**src/rtl/axi_rd_arb2_if.sv**
```systemverilog
// Bus bundle for the two-requester AXI4 read arbiter.
// Requester-side signals (s_*) are packed two-wide, requester 0 in the low slice.
// The memory-side signals (m_*) form one standard AXI4 AR/R channel pair.
interface axi_rd_arb2_if #(
  parameter int ADDR_W = 32,
  parameter int DATA_W = 32,
  parameter int LEN_W  = 8,
  parameter int ID_W   = 4
);
  // requester side
  logic [1:0]          s_arvalid;
  logic [1:0]          s_arready;
  logic [2*ADDR_W-1:0] s_araddr;
  logic [2*LEN_W-1:0]  s_arlen;
  logic [1:0]          s_rvalid;
  logic [1:0]          s_rready;
  logic [DATA_W-1:0]   s_rdata;
  logic [1:0]          s_rresp;
  logic                s_rlast;
  // memory side
  logic [ID_W-1:0]     m_arid;
  logic [ADDR_W-1:0]   m_araddr;
  logic [LEN_W-1:0]    m_arlen;
  logic [2:0]          m_arsize;
  logic [1:0]          m_arburst;
  logic                m_arvalid;
  logic                m_arready;
  logic [DATA_W-1:0]   m_rdata;
  logic [1:0]          m_rresp;
  logic                m_rlast;
  logic                m_rvalid;
  logic                m_rready;

  // Arbiter view: takes requests and memory responses, drives grants and AXI requests.
  modport slave (
    input  s_arvalid, s_araddr, s_arlen, s_rready,
    input  m_arready, m_rdata, m_rresp, m_rlast, m_rvalid,
    output s_arready, s_rvalid, s_rdata, s_rresp, s_rlast,
    output m_arid, m_araddr, m_arlen, m_arsize, m_arburst, m_arvalid, m_rready
  );

  // Environment view: the requesters plus the memory backend.
  modport master (
    output s_arvalid, s_araddr, s_arlen, s_rready,
    output m_arready, m_rdata, m_rresp, m_rlast, m_rvalid,
    input  s_arready, s_rvalid, s_rdata, s_rresp, s_rlast,
    input  m_arid, m_araddr, m_arlen, m_arsize, m_arburst, m_arvalid, m_rready
  );
endinterface

```
**src/rtl/axi_rd_arb2.sv**
```systemverilog
// Two-requester AXI4 read arbiter: round-robin grant per burst, one burst
// outstanding, beats counted against ARLEN, sticky error on protocol violations.
//
// Handshake semantics (all channels): a transfer happens on a rising clk edge
// where valid and ready are both high. The arbiter never makes valid depend on
// ready; s_arready and m_rready are combinational functions of the state and
// of the requester inputs (s_arvalid, s_rready), which is legal AXI since
// ready may depend on valid.
module axi_rd_arb2 #(
  parameter int ADDR_W = 32,
  parameter int DATA_W = 32,
  parameter int LEN_W  = 8,
  parameter int ID_W   = 4
) (
  input  logic             clk,
  input  logic             rst,
  axi_rd_arb2_if.slave     bus,
  output logic             busy,
  output logic             err,
  output logic [1:0]       dbg_state,
  output logic             dbg_gnt,
  output logic             dbg_prio,
  output logic [LEN_W:0]   dbg_cnt
);

  localparam logic [2:0] ARSIZE = 3'($clog2(DATA_W / 8));

  typedef enum logic [1:0] {
    S_IDLE = 2'd0,
    S_ADDR = 2'd1,
    S_DATA = 2'd2
  } state_t;

  state_t              state_q, state_d;
  logic                gnt_q, gnt_d;
  logic                prio_q, prio_d;
  logic [ADDR_W-1:0]   addr_q, addr_d;
  logic [LEN_W-1:0]    len_q, len_d;
  logic [LEN_W:0]      cnt_q, cnt_d;   // one extra bit so a 256-beat burst does not wrap
  logic                err_q, err_d;

  logic                sel;
  logic                rready;
  logic                beat;

  assign bus.m_arsize  = ARSIZE;
  assign bus.m_arburst = 2'b01;

  assign busy      = (state_q != S_IDLE);
  assign err       = err_q;
  assign dbg_state = state_q;
  assign dbg_gnt   = gnt_q;
  assign dbg_prio  = prio_q;
  assign dbg_cnt   = cnt_q;

  // Next-state logic plus all bus outputs; outputs default to 0 so nothing leaks outside its state.
  always_comb begin
    state_d = state_q;
    gnt_d   = gnt_q;
    prio_d  = prio_q;
    addr_d  = addr_q;
    len_d   = len_q;
    cnt_d   = cnt_q;
    err_d   = err_q;

    bus.s_arready = 2'b00;
    bus.s_rvalid  = 2'b00;
    bus.s_rdata   = '0;
    bus.s_rresp   = 2'b00;
    bus.s_rlast   = 1'b0;
    bus.m_arid    = '0;
    bus.m_araddr  = '0;
    bus.m_arlen   = '0;
    bus.m_arvalid = 1'b0;
    bus.m_rready  = 1'b0;

    rready = 1'b0;
    beat   = 1'b0;
    // Favoured requester wins if it asks; otherwise the other one.
    sel    = bus.s_arvalid[prio_q] ? prio_q : ~prio_q;

    case (state_q)
      S_IDLE: begin
        if (|bus.s_arvalid) begin
          bus.s_arready[sel] = 1'b1;
          gnt_d   = sel;
          addr_d  = sel ? bus.s_araddr[2*ADDR_W-1:ADDR_W] : bus.s_araddr[ADDR_W-1:0];
          len_d   = sel ? bus.s_arlen[2*LEN_W-1:LEN_W]    : bus.s_arlen[LEN_W-1:0];
          cnt_d   = '0;
          state_d = S_ADDR;
        end
        // Read data with no burst in flight is dropped and flagged.
        if (bus.m_rvalid) err_d = 1'b1;
      end

      S_ADDR: begin
        bus.m_arvalid = 1'b1;
        bus.m_araddr  = addr_q;
        bus.m_arlen   = len_q;
        bus.m_arid    = {{(ID_W-1){1'b0}}, gnt_q};
        if (bus.m_arready) state_d = S_DATA;
        if (bus.m_rvalid) err_d = 1'b1;
      end

      S_DATA: begin
        rready                = bus.s_rready[gnt_q];
        bus.m_rready          = rready;
        bus.s_rvalid[gnt_q]   = bus.m_rvalid;
        bus.s_rdata           = bus.m_rdata;
        bus.s_rresp           = bus.m_rresp;
        bus.s_rlast           = bus.m_rlast;
        beat                  = bus.m_rvalid & rready;
        if (beat) begin
          cnt_d = cnt_q + 1'b1;
          if (bus.m_rlast) begin
            // Early last: burst ends before len_q+1 beats.
            if (cnt_q != {1'b0, len_q}) err_d = 1'b1;
            state_d = S_IDLE;
            prio_d  = ~gnt_q;
          end else if (cnt_q == {1'b0, len_q}) begin
            // Missing last: keep draining until the backend finally asserts rlast.
            err_d = 1'b1;
          end
        end
      end

      default: state_d = S_IDLE;
    endcase
  end

  // State and datapath registers with synchronous reset.
  always_ff @(posedge clk) begin
    if (rst) begin
      state_q <= S_IDLE;
      gnt_q   <= 1'b0;
      prio_q  <= 1'b0;
      addr_q  <= '0;
      len_q   <= '0;
      cnt_q   <= '0;
      err_q   <= 1'b0;
    end else begin
      state_q <= state_d;
      gnt_q   <= gnt_d;
      prio_q  <= prio_d;
      addr_q  <= addr_d;
      len_q   <= len_d;
      cnt_q   <= cnt_d;
      err_q   <= err_d;
    end
  end

endmodule

```
**src/flat_wrapper.sv**
```systemverilog
// flat-port wrapper written by rule: the top's interface ports become plain ports
module axi_rd_arb2_flat 
#(
  parameter int ADDR_W = 32,
  parameter int DATA_W = 32,
  parameter int LEN_W  = 8,
  parameter int ID_W   = 4
)
  (clk, rst, busy, err, dbg_state, dbg_gnt, dbg_prio, dbg_cnt, bus_s_arvalid, bus_s_araddr, bus_s_arlen, bus_s_rready, bus_m_arready, bus_m_rdata, bus_m_rresp, bus_m_rlast, bus_m_rvalid, bus_s_arready, bus_s_rvalid, bus_s_rdata, bus_s_rresp, bus_s_rlast, bus_m_arid, bus_m_araddr, bus_m_arlen, bus_m_arsize, bus_m_arburst, bus_m_arvalid, bus_m_rready);
  axi_rd_arb2_if #(.ADDR_W(ADDR_W), .DATA_W(DATA_W), .LEN_W(LEN_W), .ID_W(ID_W)) bus_i ();
  input  logic clk;
  input  logic rst;
  output logic busy;
  output logic err;
  output logic [1:0] dbg_state;
  output logic dbg_gnt;
  output logic dbg_prio;
  output logic [LEN_W:0] dbg_cnt;
  input wire logic [$bits(bus_i.s_arvalid)-1:0] bus_s_arvalid;
  input wire logic [$bits(bus_i.s_araddr)-1:0] bus_s_araddr;
  input wire logic [$bits(bus_i.s_arlen)-1:0] bus_s_arlen;
  input wire logic [$bits(bus_i.s_rready)-1:0] bus_s_rready;
  input wire logic [$bits(bus_i.m_arready)-1:0] bus_m_arready;
  input wire logic [$bits(bus_i.m_rdata)-1:0] bus_m_rdata;
  input wire logic [$bits(bus_i.m_rresp)-1:0] bus_m_rresp;
  input wire logic [$bits(bus_i.m_rlast)-1:0] bus_m_rlast;
  input wire logic [$bits(bus_i.m_rvalid)-1:0] bus_m_rvalid;
  output wire logic [$bits(bus_i.s_arready)-1:0] bus_s_arready;
  output wire logic [$bits(bus_i.s_rvalid)-1:0] bus_s_rvalid;
  output wire logic [$bits(bus_i.s_rdata)-1:0] bus_s_rdata;
  output wire logic [$bits(bus_i.s_rresp)-1:0] bus_s_rresp;
  output wire logic [$bits(bus_i.s_rlast)-1:0] bus_s_rlast;
  output wire logic [$bits(bus_i.m_arid)-1:0] bus_m_arid;
  output wire logic [$bits(bus_i.m_araddr)-1:0] bus_m_araddr;
  output wire logic [$bits(bus_i.m_arlen)-1:0] bus_m_arlen;
  output wire logic [$bits(bus_i.m_arsize)-1:0] bus_m_arsize;
  output wire logic [$bits(bus_i.m_arburst)-1:0] bus_m_arburst;
  output wire logic [$bits(bus_i.m_arvalid)-1:0] bus_m_arvalid;
  output wire logic [$bits(bus_i.m_rready)-1:0] bus_m_rready;
  assign bus_i.s_arvalid = bus_s_arvalid;
  assign bus_i.s_araddr = bus_s_araddr;
  assign bus_i.s_arlen = bus_s_arlen;
  assign bus_i.s_rready = bus_s_rready;
  assign bus_i.m_arready = bus_m_arready;
  assign bus_i.m_rdata = bus_m_rdata;
  assign bus_i.m_rresp = bus_m_rresp;
  assign bus_i.m_rlast = bus_m_rlast;
  assign bus_i.m_rvalid = bus_m_rvalid;
  assign bus_s_arready = bus_i.s_arready;
  assign bus_s_rvalid = bus_i.s_rvalid;
  assign bus_s_rdata = bus_i.s_rdata;
  assign bus_s_rresp = bus_i.s_rresp;
  assign bus_s_rlast = bus_i.s_rlast;
  assign bus_m_arid = bus_i.m_arid;
  assign bus_m_araddr = bus_i.m_araddr;
  assign bus_m_arlen = bus_i.m_arlen;
  assign bus_m_arsize = bus_i.m_arsize;
  assign bus_m_arburst = bus_i.m_arburst;
  assign bus_m_arvalid = bus_i.m_arvalid;
  assign bus_m_rready = bus_i.m_rready;
  axi_rd_arb2 #(.ADDR_W(ADDR_W), .DATA_W(DATA_W), .LEN_W(LEN_W), .ID_W(ID_W)) u_core (.clk(clk), .rst(rst), .bus(bus_i), .busy(busy), .err(err), .dbg_state(dbg_state), .dbg_gnt(dbg_gnt), .dbg_prio(dbg_prio), .dbg_cnt(dbg_cnt));
endmodule
```
**config.mk**
```make
export PLATFORM = sky130hd
export DESIGN_NAME = axi_rd_arb2_flat
export DESIGN_NICKNAME = d
export VERILOG_FILES = /design/src/rtl/axi_rd_arb2_if.sv /design/src/rtl/axi_rd_arb2.sv /design/src/flat_wrapper.sv
export SDC_FILE = /design/constraint.sdc
export NUM_CORES = 1
export LEC_CHECK = 0
export CELL_PAD_IN_SITES_DETAIL_PLACEMENT = 0
export CELL_PAD_IN_SITES_GLOBAL_PLACEMENT = 1
export CORE_UTILIZATION = 25
export CTS_CLUSTER_SIZE = 14
export DETAILED_ROUTE_END_ITERATION = 10
export PLACE_DENSITY_LB_ADDON = 0.1
export REMOVE_ABC_BUFFERS = 1
export SYNTH_ARGS = -nofsm -noshare
export SYNTH_HDL_FRONTEND = slang
export SYNTH_SLANG_ARGS = --single-unit
```
**constraint.sdc**
```tcl
create_clock -name clk -period 4.92 [get_ports clk]
set_clock_uncertainty 0.2 [all_clocks]
set_input_delay 0.984 -clock clk [delete_from_list [all_inputs] [get_ports clk]]
set_output_delay 0.984 -clock clk [all_outputs]
set_load 0.01 [all_outputs]
```
==> results.py <==
metrics = {
    "logic_synthesis": {
        "async_flop_share": 0,
        "synthSimpleGateAreaFrac": 0.2774,
        "synth_top_area_frac": 0.3424,
        "ys_seq_area_frac": 0.3424,
        "synth-main-ff-cell": "dfxtp_1",
        "ys_ff_latch": 54,
        "synth_xor_area_frac": 0.02220,
        "synth_top_cell_by_area": "dfxtp_1",
        "ys_types": 39,
        "yosysMostFrequentCell": "and2_1",
        "synthAdderAreaFrac": 0.003964,
        "synth_compound_area_frac": 0.1518,
        "synth_mux_area_frac": 0.1332,
        "yosys-top-cells-count": "78 x and2_1, 54 x dfxtp_1, 48 x nor2_1",
        "synthCells": 376,
        "synth_area_um2": 3157,
        "synth_top_family_by_area": "simple AND/OR/NAND/NOR gates",
        "yosysWarnings": 0,
        "syn_area_per_cell_um2": 8.396,
        "netlist_top_cells_area": "dfxtp_1 34%, and2_1 15%, mux2i_1 13%",
        "synth_edf_count": 0,
    },
    "routing": {
        "final_antenna_net_count": 0,
        "post-route-drc-count": 0,
        "finalWirelength_um": 10200,
        "post_drt_wl_per_cell_um": 13.64,
        "via_count": 3242,
        "dr.pass1.iters": 6,
        "vias_per_cell": 4.334,
        "drt-initial-drc-count": 90,
    },
    "finish": {
        "stdcell_area_um2": 5653,
        "syn_to_final_growth_pct": 79.07,
        "fillers": 1278,
        "diodes": 0,
        "nets": 703,
        "drive_gt1_frac": 0.03966,
        "multi_input_area_um2": 1904,
        "seqCellArea_um2": 1081,
    },
    "critical_path": {
        "cp-start-kind": "input port",
        "cp.arrival_ns": 2.68,
        "cp_cell_sequence": "clkdlybuf4s50_1 -> or2_2 -> and2_2 -> and2_1 -> clkdlybuf4s50_1",
        "crit_required_ns": 3.74,
        "crit_buf_inv": 2,
        "crit_type": "in2out",
        "end_kind": "output port",
        "crit_family": "buffers and inverters",
        "cp_max_fo": 4,
        "crit_top_cell": "clkdlybuf4s50_1",
        "cp_slowest_cell": "clkdlybuf4s50_1",
        "slowest_delay_ns": 0.47,
    },
    "die": {
        "ios": 228,
        "row_count": 40,
        "coreArea_um2": 12160,
        "fp.dieH_um": 114.4,
        "dieArea_um2": 13080,
        "die_w_um": 114.4,
        "start_util": 0.2596,
    },
    "sta": {
        "hold_viol_final": 0,
        "drv_slew": 0,
        "finalSetupViolCount": 0,
        "worst_pin_slew_ns": 0.9641,
        "post-route-period-util": 0.7864,
        "fin_crit_ns": 3.869,
        "rsz0062_at_grt": "false",
        "fmax_ghz": 0.2585,
        "maxSlewHeadroom": 0.3573,
        "whs_ns": 0.2932,
    },
    "pwr": {
        "power_leakage_nw": 2.212,
        "powerDensity_nw_per_um2": 240.9,
        "irDropWorstVdd_mv": 0.1246,
    },
    "cts": {
        "cts_max_path_buffers": 2,
        "cts-root-buf": "clkbuf_16",
        "cts_resized": 0,
        "numClockSinks": 54,
        "worstSkewPairLatency_ns": 0.29,
        "numCtsBuffers": 5,
        "post-cts-setup-buffers": 0,
        "cts_tree": "yes",
        "postCtsHoldBufs": 0,
        "htreeDepth": 2,
        "path_clk_slew_ns": 0.07,
    },
    "place": {
        "gp_congestion": 0.7466,
        "numPortBuffers": 219,
        "dpl.hpwl_um": 7920,
        "dpl_cell_area_um2": 5454,
    },
    "run_status": {
        "status": "finished, final reports clean",
    },
    "worst_hold_path": {
        "hold_class": "reg2reg",
    },
    "global_routing": {
        "grt_antenna_before_repair": 0,
        "grt_usage": 0.1562,
        "grt_pass1_vias": 3072,
        "grt_remaining_overflow": 0,
        "grt_start_max_net_pins": 51,
        "grt_pass1_wl_um": 16080,
    },
    "flow_run": {
        "drv_cap": 0,
    },
}
## stage by stage
stage	worst slack, ns	power (mW)	cells	utilization	TNS [ns]
floorplan	-0.6590	0.6857	346	-	-1.299
global placement	1.053	0.9013	740	0.4485	0
detailed placement	1.037	0.9065	740	0.4485	0
CTS	1.033	1.387	748	0.4648	0
global route	0.9824	1.437	748	0.4648	0
finish	1.051	1.362	748	0.4648	0
## where the power goes
group | total [mW] | switching [mW] | internal, mW
sequential | 0.507 | 0.0270 | 0.480
combinational | 0.382 | 0.162 | 0.221
clock | 0.472 | 0.166 | 0.306
## sequential cells by signal, indices dropped and copies added (netlist names)
| signal | cells |
|---|---|
| u_core.err | 1 |
| u_core.dbg_gnt | 1 |
| u_core.addr_q | 32 |
| u_core.len_q | 8 |
| u_core.dbg_cnt | 9 |
| u_core.dbg_state | 2 |
| u_core.dbg_prio | 1 |
## layout by cell type (no fill, tap or decap), types with 3 or more instances in the layout
master,n
conb_1,8
nor2_1,48
a211oi_1,40
a21oi_1,13
nand2b_1,3
and2_1,77
clkbuf_16,5
dfxtp_1,54
o31ai_1,6
inv_1,5
clkdlybuf4s50_1,218
or4_1,6
buf_4,7
nand2_1,8
mux2i_1,41
xor2_1,8
## worst reg2reg max path, stage by stage (launching register included)
cell      delay (ns)
dfxtp_1         0.43
mux2i_4         0.25
buf_4           0.27
buf_4           0.46
mux2i_1         0.33
a211oi_1        0.10
## per-layer routing
metal | up-vias | GRT usage | wire length, um
met4 | 0 | 0.03377 | 36
li1 | 1686 | - | -
met5 | - | 0 | 0
met1 | 1415 | 0.1889 | 4453
met2 | 139 | 0.2675 | 4748
met3 | 2 | 0.05294 | 963
## worst paths after layout
check                                      start                to  slack (ns)  depth (start not counted)
worst max-delay path            bus_s_arvalid[1]  bus_s_arready[0]        1.05                          5
worst min-delay path            u_core.addr_q[5]  u_core.addr_q[5]        0.29                          2
worst max register to register   u_core.dbg_prio   u_core.len_q[1]        2.72                          5
worst min register to register  u_core.addr_q[5]  u_core.addr_q[5]        0.29                          2
## cell type report
| cell class | instances | share of cell area |
|---|---|---|
| Timing Repair Buffer | 226 | 0.3962 |
| Multi-Input combinational cell | 287 | 0.3369 |
| Inverter | 5 | 0.003320 |
| Tap cell | 168 | 0.03718 |
| Clock buffer | 6 | 0.02457 |
| Sequential cell | 54 | 0.1912 |
| Clock inverter | 2 | 0.01062 |
## cells by family (layout without fill, tap and decap cells)
group / count (synthesis) / count (layout)
muxes: 42 / 42
DFF: 54 / 54
other: 2 / 8
and+or+nand+nor: 161 / 161
adders and majority gates: 1 / 1
xor gates and xnor gates: 8 / 8
AOI/OAI and AO/OA: 67 / 67
buffers and inverters: 41 / 239
Note: power is estimated with default switching activity, not from simulation.
